$ cat config.mk
export PLATFORM = sky130hd
export DESIGN_NAME = hex_inv_bist
export DESIGN_NICKNAME = d
export VERILOG_FILES = /design/src/rtl/hex_inv_pkg.sv /design/src/rtl/hex_inv_bist_settle_timer.sv /design/src/rtl/hex_inv_bist.sv
export SDC_FILE = /design/constraint.sdc
export NUM_CORES = 1
export LEC_CHECK = 0
export CORE_MARGIN = 8
export CORE_UTILIZATION = 35
export DETAILED_ROUTE_END_ITERATION = 7
export GPL_TIMING_DRIVEN = 0
export SLEW_MARGIN = 10
export SYNTH_ARGS = -nofsm -noshare
export SYNTH_HDL_FRONTEND = slang
export SYNTH_SLANG_ARGS = --single-unit
$ cat constraint.sdc
create_clock -name clk -period 2.18 [get_ports clk]
set_input_delay 0.218 -clock clk [delete_from_list [all_inputs] [get_ports clk]]
set_output_delay 0.218 -clock clk [all_outputs]
set_load 0.02 [all_outputs]
$ cat src/rtl/hex_inv_pkg.sv
// Shared types, sizes and the stimulus pattern table for the hex-inverter self-test.
// HEX_INV_BIST_WALK_EN appends six walking-one patterns and widens the pattern index.
package hex_inv_pkg;

  typedef enum logic [2:0] {
    IDLE,
    DRIVE,
    SETTLE,
    CHECK,
    DONE
  } state_t;

  localparam int GATES    = 6;
  localparam int NUM_BASE = 4;
  localparam int NUM_WALK = 6;

`ifdef HEX_INV_BIST_WALK_EN
  localparam int NUM_PAT = NUM_BASE + NUM_WALK;
`else
  localparam int NUM_PAT = NUM_BASE;
`endif

  localparam int IDX_W = $clog2(NUM_PAT);

  // Stimulus for pattern slot idx; the expected gate response is its complement.
  function automatic logic [GATES-1:0] pattern_at(input logic [IDX_W-1:0] idx);
    case (idx)
      IDX_W'(0): return 6'h00;
      IDX_W'(1): return 6'h3F;
      IDX_W'(2): return 6'h15;
      IDX_W'(3): return 6'h2A;
`ifdef HEX_INV_BIST_WALK_EN
      IDX_W'(4): return 6'h01;
      IDX_W'(5): return 6'h02;
      IDX_W'(6): return 6'h04;
      IDX_W'(7): return 6'h08;
      IDX_W'(8): return 6'h10;
      IDX_W'(9): return 6'h20;
`endif
      default:   return '0;
    endcase
  endfunction

endpackage

$ cat src/rtl/hex_inv_bist_settle_timer.sv
// Loadable down-counter with a zero flag that times the settle window of each pattern.
// Zero latency on the flag; holds at zero, load has priority over decrement.
// No flow control: the FSM owns load/dec strobes.
module bist_settle_timer #(
  parameter int W = 4
) (
  input  logic         clk,
  input  logic         rst,
  input  logic         load,
  input  logic [W-1:0] load_val,
  input  logic         dec,
  output logic         zero
);

  logic [W-1:0] cnt_q;

  always_ff @(posedge clk) begin
    if (rst) begin
      cnt_q <= '0;
    end else if (load) begin
      cnt_q <= load_val;
    end else if (dec && (cnt_q != '0)) begin
      cnt_q <= cnt_q - W'(1);
    end
  end

  assign zero = (cnt_q == '0);

endmodule

$ cat src/rtl/hex_inv_bist.sv
// Built-in self-test for a hex inverter; optional walking-one patterns under HEX_INV_BIST_WALK_EN.
// Latency: run starts the cycle after start, busy for NUM_PAT*(SETTLE_CYCLES+2) cycles, then a done pulse.
// No backpressure: start is only sampled in IDLE, abort cancels a run at any busy cycle.
module hex_inv_bist
  import hex_inv_pkg::*;
#(
  parameter int SETTLE_CYCLES = 2
) (
  input  logic             clk,
  input  logic             rst,
  input  logic             start,
  input  logic             abort,
  output logic [GATES-1:0] drive_a,
  input  logic [GATES-1:0] sense_y,
  output logic             busy,
  output logic             done,
  output logic             pass,
  output logic [GATES-1:0] fail_mask
);

  // The timer is loaded with one less than the window so SETTLE lasts exactly SETTLE_CYCLES.
  localparam logic [3:0] SETTLE_LOAD = (SETTLE_CYCLES == 0) ? 4'd0 : 4'(SETTLE_CYCLES - 1);

  state_t           state_q, state_d;
  logic [IDX_W-1:0] idx_q;
  logic [GATES-1:0] mask_q;
  logic             pass_q;
  logic             tmr_load, tmr_dec, tmr_zero;
  logic             last_pat;
  logic [GATES-1:0] cur_pat;
  logic [GATES-1:0] mask_next;

  assign last_pat  = (idx_q == IDX_W'(NUM_PAT - 1));
  assign cur_pat   = pattern_at(idx_q);
  assign mask_next = mask_q | (sense_y ^ ~cur_pat);

  bist_settle_timer #(.W(4)) u_settle (
    .clk      (clk),
    .rst      (rst),
    .load     (tmr_load),
    .load_val (SETTLE_LOAD),
    .dec      (tmr_dec),
    .zero     (tmr_zero)
  );

  always_ff @(posedge clk) begin
    if (rst) state_q <= IDLE;
    else     state_q <= state_d;
  end

  always_comb begin
    state_d  = state_q;
    drive_a  = '0;
    busy     = 1'b0;
    done     = 1'b0;
    tmr_load = 1'b0;
    tmr_dec  = 1'b0;
    case (state_q)
      IDLE: begin
        if (start && !abort) state_d = DRIVE;
      end
      DRIVE: begin
        busy     = 1'b1;
        drive_a  = cur_pat;
        tmr_load = 1'b1;
        if (abort)                   state_d = IDLE;
        else if (SETTLE_CYCLES == 0) state_d = CHECK;
        else                         state_d = SETTLE;
      end
      SETTLE: begin
        busy    = 1'b1;
        drive_a = cur_pat;
        if (abort)         state_d = IDLE;
        else if (tmr_zero) state_d = CHECK;
        else               tmr_dec = 1'b1;
      end
      CHECK: begin
        busy    = 1'b1;
        drive_a = cur_pat;
        if (abort)         state_d = IDLE;
        else if (last_pat) state_d = DONE;
        else               state_d = DRIVE;
      end
      DONE: begin
        done    = 1'b1;
        state_d = IDLE;
      end
      default: state_d = IDLE;
    endcase
  end

  // Pass is resolved on the final CHECK edge so it is already valid during the DONE pulse.
  always_ff @(posedge clk) begin
    if (rst) begin
      idx_q  <= '0;
      mask_q <= '0;
      pass_q <= 1'b0;
    end else begin
      case (state_q)
        IDLE: begin
          if (start && !abort) begin
            idx_q  <= '0;
            mask_q <= '0;
            pass_q <= 1'b0;
          end
        end
        DRIVE, SETTLE: begin
          if (abort) pass_q <= 1'b0;
        end
        CHECK: begin
          if (abort) begin
            pass_q <= 1'b0;
          end else begin
            mask_q <= mask_next;
            if (last_pat) pass_q <= (mask_next == '0);
            else          idx_q  <= idx_q + IDX_W'(1);
          end
        end
        default: ;
      endcase
    end
  end

  assign pass      = pass_q;
  assign fail_mask = mask_q;

endmodule

---- Yosys cells after proc, flatten, opt, wreduce, memory -nomap -nowiden ----
Cells that the tools add are included.
storage, ports and cells
  output and inout bits ................... 15
  word-level logic and storage cells ...... 71
  flip-flop bits (word level) ............. 16
  bits of input ports ..................... 10
cells by class
  add/sub/neg operators ................... 2
  multiplexer cells ....................... 29
  equality and inequality tests ........... 13
  reduce and logical (&&, ||, !) cells .... 18
  bitwise gates (word level) .............. 3
operators by type and width
  cell                 number
  $pmux 6 s4           1
  $mux 6               3
  $mux 3               5
  $mux 1               12
  $pmux 3 s4           1
  $pmux 6 s2           1
  $mux 2               4
  $ne 2x2->1 const B   4
  $reduce_and 4->1     2
  $eq 3x2->1 const B   2
  $logic_not 6->1      1
  $ne 3x3->1 const B   2
  $not 6->6            1
  $or 6x6->6           1
  $xor 6x6->6          1
  $eq 2x2->1 const B   2
  $logic_not 4->1      1
  $pmux 2 s2           1
  $reduce_bool 2->1    2
  $reduce_bool 4->1    1
  $reduce_or 2->1      2
  $sub 4x1->4 const B  1
  $eq 3x1->1 const B   1
  $eq 3x3->1 const B   1
  other kinds (11)     12

---- Longest topological paths before layout ----
  word-level depth ........................ 9
  depth in mapped cells ................... 6

---- Cells and area by module ----
A second synthesis with hierarchy kept.
second synthesis, totals
  cell total of the unflattened synthesis .. 121
  area total of the unflattened synthesis .. 1029.7 µm²
modules (own cells, without submodules)
  module             cells an instance  area an instance (µm²)  instances  seq. area each (µm²)
  hex_inv_bist       92                 767.0                   1          240.2
  bist_settle_timer  29                 262.8                   1          80.1

---- Worst setup path after synthesis ----
Ideal clock, no wire load.
  path kind ............................... reg-to-output
  from .................................... register idx_q[0]
  to ...................................... output port drive_a[3]
  arrival time ............................ 1659 ps
  stages on the path, launching flop included .. 6
  slack ................................... 303 ps
  required time ........................... 1962 ps
  path through ............................ dfxtp_1 > inv_1 > ha_1 > o21bai_1 > nor3_1 > buf_4
on the way
  longest elaborated chain between the ends .. 3
  elaborated cells between the ends (all ways) .. 6
  classes of those cells .................. eq/ne (3); mux (2); reduce/logical (1)
ends and longest elaborated chain
  item                                RTL line             source
  from (decl)                         hex_inv_bist.sv:25   logic [IDX_W-1:0] idx_q;
  from (signal assigned)              hex_inv_bist.sv:116  else idx_q <= idx_q + IDX_W'(1);
  $eq 2x2->1 (tied with other cells)  hex_inv_pkg.sv:27    case (idx)
  $pmux 6 s4 (*)                      hex_inv_pkg.sv:27
  $mux 6 (*)                          hex_inv_bist.sv:58   case (state_q)
  to (decl)                           hex_inv_bist.sv:13   output logic [GATES-1:0] drive_a,
Every way passes the cells marked *; elsewhere a longest branch is shown, timed or not.

---- Final worst setup path ----
  from .................................... register idx_q[0]
  to ...................................... output port drive_a[2]
The elaborated chain is that of the path after synthesis.

==> summary.md <==
Once the clock tree was built, the setup fixing pass inserted 0 buffers. The floorplan step defined a die boundary enclosing 4780 sq um. The area growth from synthesis to layout is 30.9%.

The total overflow left after global routing is 0. The tool flagged a number of max-cap violations equal to 0. The run gives 862 as the via count of the first global-routing pass. The congestion estimate from routability-driven global placement came to 0.735. Ranked by total cell area, the synthesized netlist is headed by dfxtp_1 (32%), nor2_1 (6.5%), buf_4 (5.3%). Hold repair after CTS inserted 0 buffers.

The power density relative to cell area is 410 nW/um^2, and the number of port buffers is 24. The average wire per standard cell is 13.5 microns. The critical path is of the register to output pin type.

The initial antenna violation count is 0. In the layout the commonest cells are clkdlybuf4s50_1 (18), nor2_1 (17), dfxtp_1 (15). In this run the clock root is driven by a clkbuf_4.

Total CTS buffers: 3. Traced cell by cell, the critical path runs through inv_1, ha_1, buf_4, and2_1, buf_4, dlygate4sd2_1. 25 I/O pins were placed.

For the final design area excluding fillers, the log shows 1290 sq um. The HPWL after detailed placement is 1820 microns. The post-synthesis area per instance is 8.75 sq um, and the worst hold path depth is 2.

Dividing the detail-routed via count by the number of cells gives 5.30. The source-to-sink clock delay at the later pin of the worst-skew pair came out at 0.29 ns. The worst path in the final design needs a cycle of 2.02 ns, including I/O delays and setup. The number of hold violations in the final report was 0; the fraction of the cycle the final worst path needs was 0.927. The flow ran to the end, and the final reports show no timing, DRC or antenna violations.

The run gives 0.60 ns as the setup slack on the worst flop-to-flop path. The wire length of the first global-routing pass was 4030 microns; the maximum net fanout on the critical path was 8. TritonCTS built the clock tree. The max-slew violation count was 0. The routed via count was 906; the depth of the CTS H-tree was 1. The capture point of the worst reg-to-reg path is pass.

The critical path starts at idx_q[0]. The measured slew at the worst slew-check pin came out at 0.318 ns. Summing all placed instances gives a cell area of 1270 sq um.

Setup violations remaining at the end of the flow were counted as 0. IR analysis of the VDD net gives a maximum drop of 404 uV. The clock passes through at most 2 buffers.

For this design the static power due to leakage is 0.537 nW. Setup repair after global routing left no endpoint under its margin. The tools report the startpoint of the most critical hold path as fail_mask[3]. For this block, the routed nets add up to 2310 microns of wire. The worst path arrival time came out at 1.80 ns. For the count of routing violations after the opening detailed-route iteration, the log shows 41.

Post-detailed-route DRC marker count: 0. The run gives 11 as the maximum number of pins on one net before global-route repair. The min-delay analysis places its worst path in the category register to register. STA puts the critical path data required time at 1.96 ns. The count of antenna diodes in the layout was 0.

The slowest stage cell on the critical path is dfxtp_2. The share of the synthesized area in the top cell type is 0.324. In this run the remaining antenna-violating nets after routing total 0. The sequential element share of the synthesized area was 0.324. The worst max-slew margin expressed relative to the limit came out at 0.787. The most common cell after layout, fill and taps aside is clkdlybuf4s50_1. The tools report the number of different library cells in the post-synthesis netlist as 41. The cell count after synthesis came out at 113.

Critical path capture point type: an output pin. dfxtp_1 takes more of the synthesized area than any other cell. The fmax was 0.495 GHz. The critical path launch point type is a register.

The path with the worst hold slack has its endpoint at fail_mask[3]. The first TritonRoute pass finished after 4 iterations. The horizontal die dimension came out at 69.1 microns.

The global-route usage over all layers was 0.0984; the total core area was 2710 sq um. Summing every instance area after synthesis gives 988 sq um. The tools report the post-route clock skew as 0.0114 ns.

The quantity of gates resized following cts is 10, and the number of cells on the worst reg-to-reg path is 6. The tree built by TritonCTS fans out to 16 sinks. The standard-cell row count came out at 19. For this run, the number of Yosys warnings is 0. The delay contributed by the slowest stage of the critical path was 0.42 ns. Clock-pin slew was measured on the worst setup and hold paths at 0.09 ns.

The net count of the finished layout is 156. The share of cells above drive strength 1 came out at 0.164. The floorplan step set the die height to 69.1 microns. In this run the critical register-to-register path is launched from idx_q[0].

In this design, the critical path's most frequently occurring cell is buf_4. The initial core utilization came out at 0.365. The post-synthesis net count is 127, and the worst hold slack is 0.524 ns. Synthesis inferred 16 register bits.
==> Yosys cell counts, drive strengths merged <==
cell	number
and4b	1
xnor2	6
xor2	1
o2111ai	1
nand4bb	1
a221oi	1
or2	1
a211oi	1
nand3	1
dfxtp	16
mux2i	2
nor3b	1
and2	4
or2b	2
nand2b	2
or3b	1
a22oi	5
o31ai	2
or4	1
nor4b	3
nor2	17
nor3	3
o21bai	1
and2b	2
and3b	1
a21oi	6
nand2	3
or3	1
and3	2
ha	4
inv	5
a2111oi	1
o21ai	2
a32oi	1
a21o	1
buf	10
==> state kept, by name (all words and copies together) (netlist names) <==
signal / count
fail_mask: 6
idx_q: 2
pass: 1
state_q: 3
u_settle.cnt_q: 4
==> cell families after synthesis <==
| logic type | after synthesis | share of synthesized area |
|---|---|---|
| simple gates | 47 | 0.297 |
| compound gates | 22 | 0.158 |
| flops | 16 | 0.324 |
| buf+inv | 15 | 0.0873 |
| xor+xnor | 7 | 0.0620 |
| fa+ha+maj | 4 | 0.0506 |
| mux | 2 | 0.0203 |
==> worst max-delay path, delay by kind of cell, from the launching register on <==
| family | cells | cell delay, ns |
|---|---|---|
| buffers and inverters | 4 | 0.66 |
| flip-flops | 1 | 0.42 |
| adder cells (fa/ha/maj) | 1 | 0.28 |
| AND/OR/NAND/NOR | 1 | 0.16 |
==> layout make-up <==
class,instances,area (sq um)
plain buffers,10,70.1
flip-flops and latches,16,322
multi-input cells,82,589
clock buffers,3,22.5
well taps,31,38.8
inverters,5,18.8
fillers,292,1420
repair buffers,24,233
==> metal layers <==
| layer | share of wire | vias to the layer above | global-route usage | wire length [microns] |
|---|---|---|---|---|
| met5 | 0 | - | 0 | 0 |
| met4 | 0.0052 | 0 | 0.0137 | 12 |
| met3 | 0.057 | 2 | 0.0429 | 131 |
| met2 | 0.48 | 21 | 0.153 | 1100 |
| met1 | 0.46 | 435 | 0.124 | 1070 |
| li1 | - | 448 | - | - |
==> how the worst max path moves through the flow <==
stage	to	slack, ns	cells after the start
after floorplan	drive_a[3]	0.30	5
after global placement	drive_a[5]	-0.01	5
after detailed placement	drive_a[3]	-0.07	5
after CTS	drive_a[2]	0.15	6
after global routing	drive_a[3]	0.04	5
final	drive_a[2]	0.16	6
==> power by group <==
part	switching [mW]	leakage (nW)	internal, mW
clock	0.0964	0.0138	0.0642
sequential	0.00279	0.130	0.295
combinational	0.0346	0.393	0.0373
==> through the flow <==
stage / cells / TNS [ns] / power [mW] / util / setup slack, ns
finish: 171 / 0 / 0.530 / 0.477 / 0.159
detailed placement: 168 / -0.126 / 0.376 / 0.468 / -0.0710
global placement: 168 / -0.0248 / 0.374 / 0.468 / -0.0130
CTS: 171 / 0 / 0.536 / 0.477 / 0.145
floorplan: 113 / 0 / 0.344 / - / 0.303
global route: 171 / 0 / 0.557 / 0.477 / 0.0361
(Power assumes the default switching activity.)
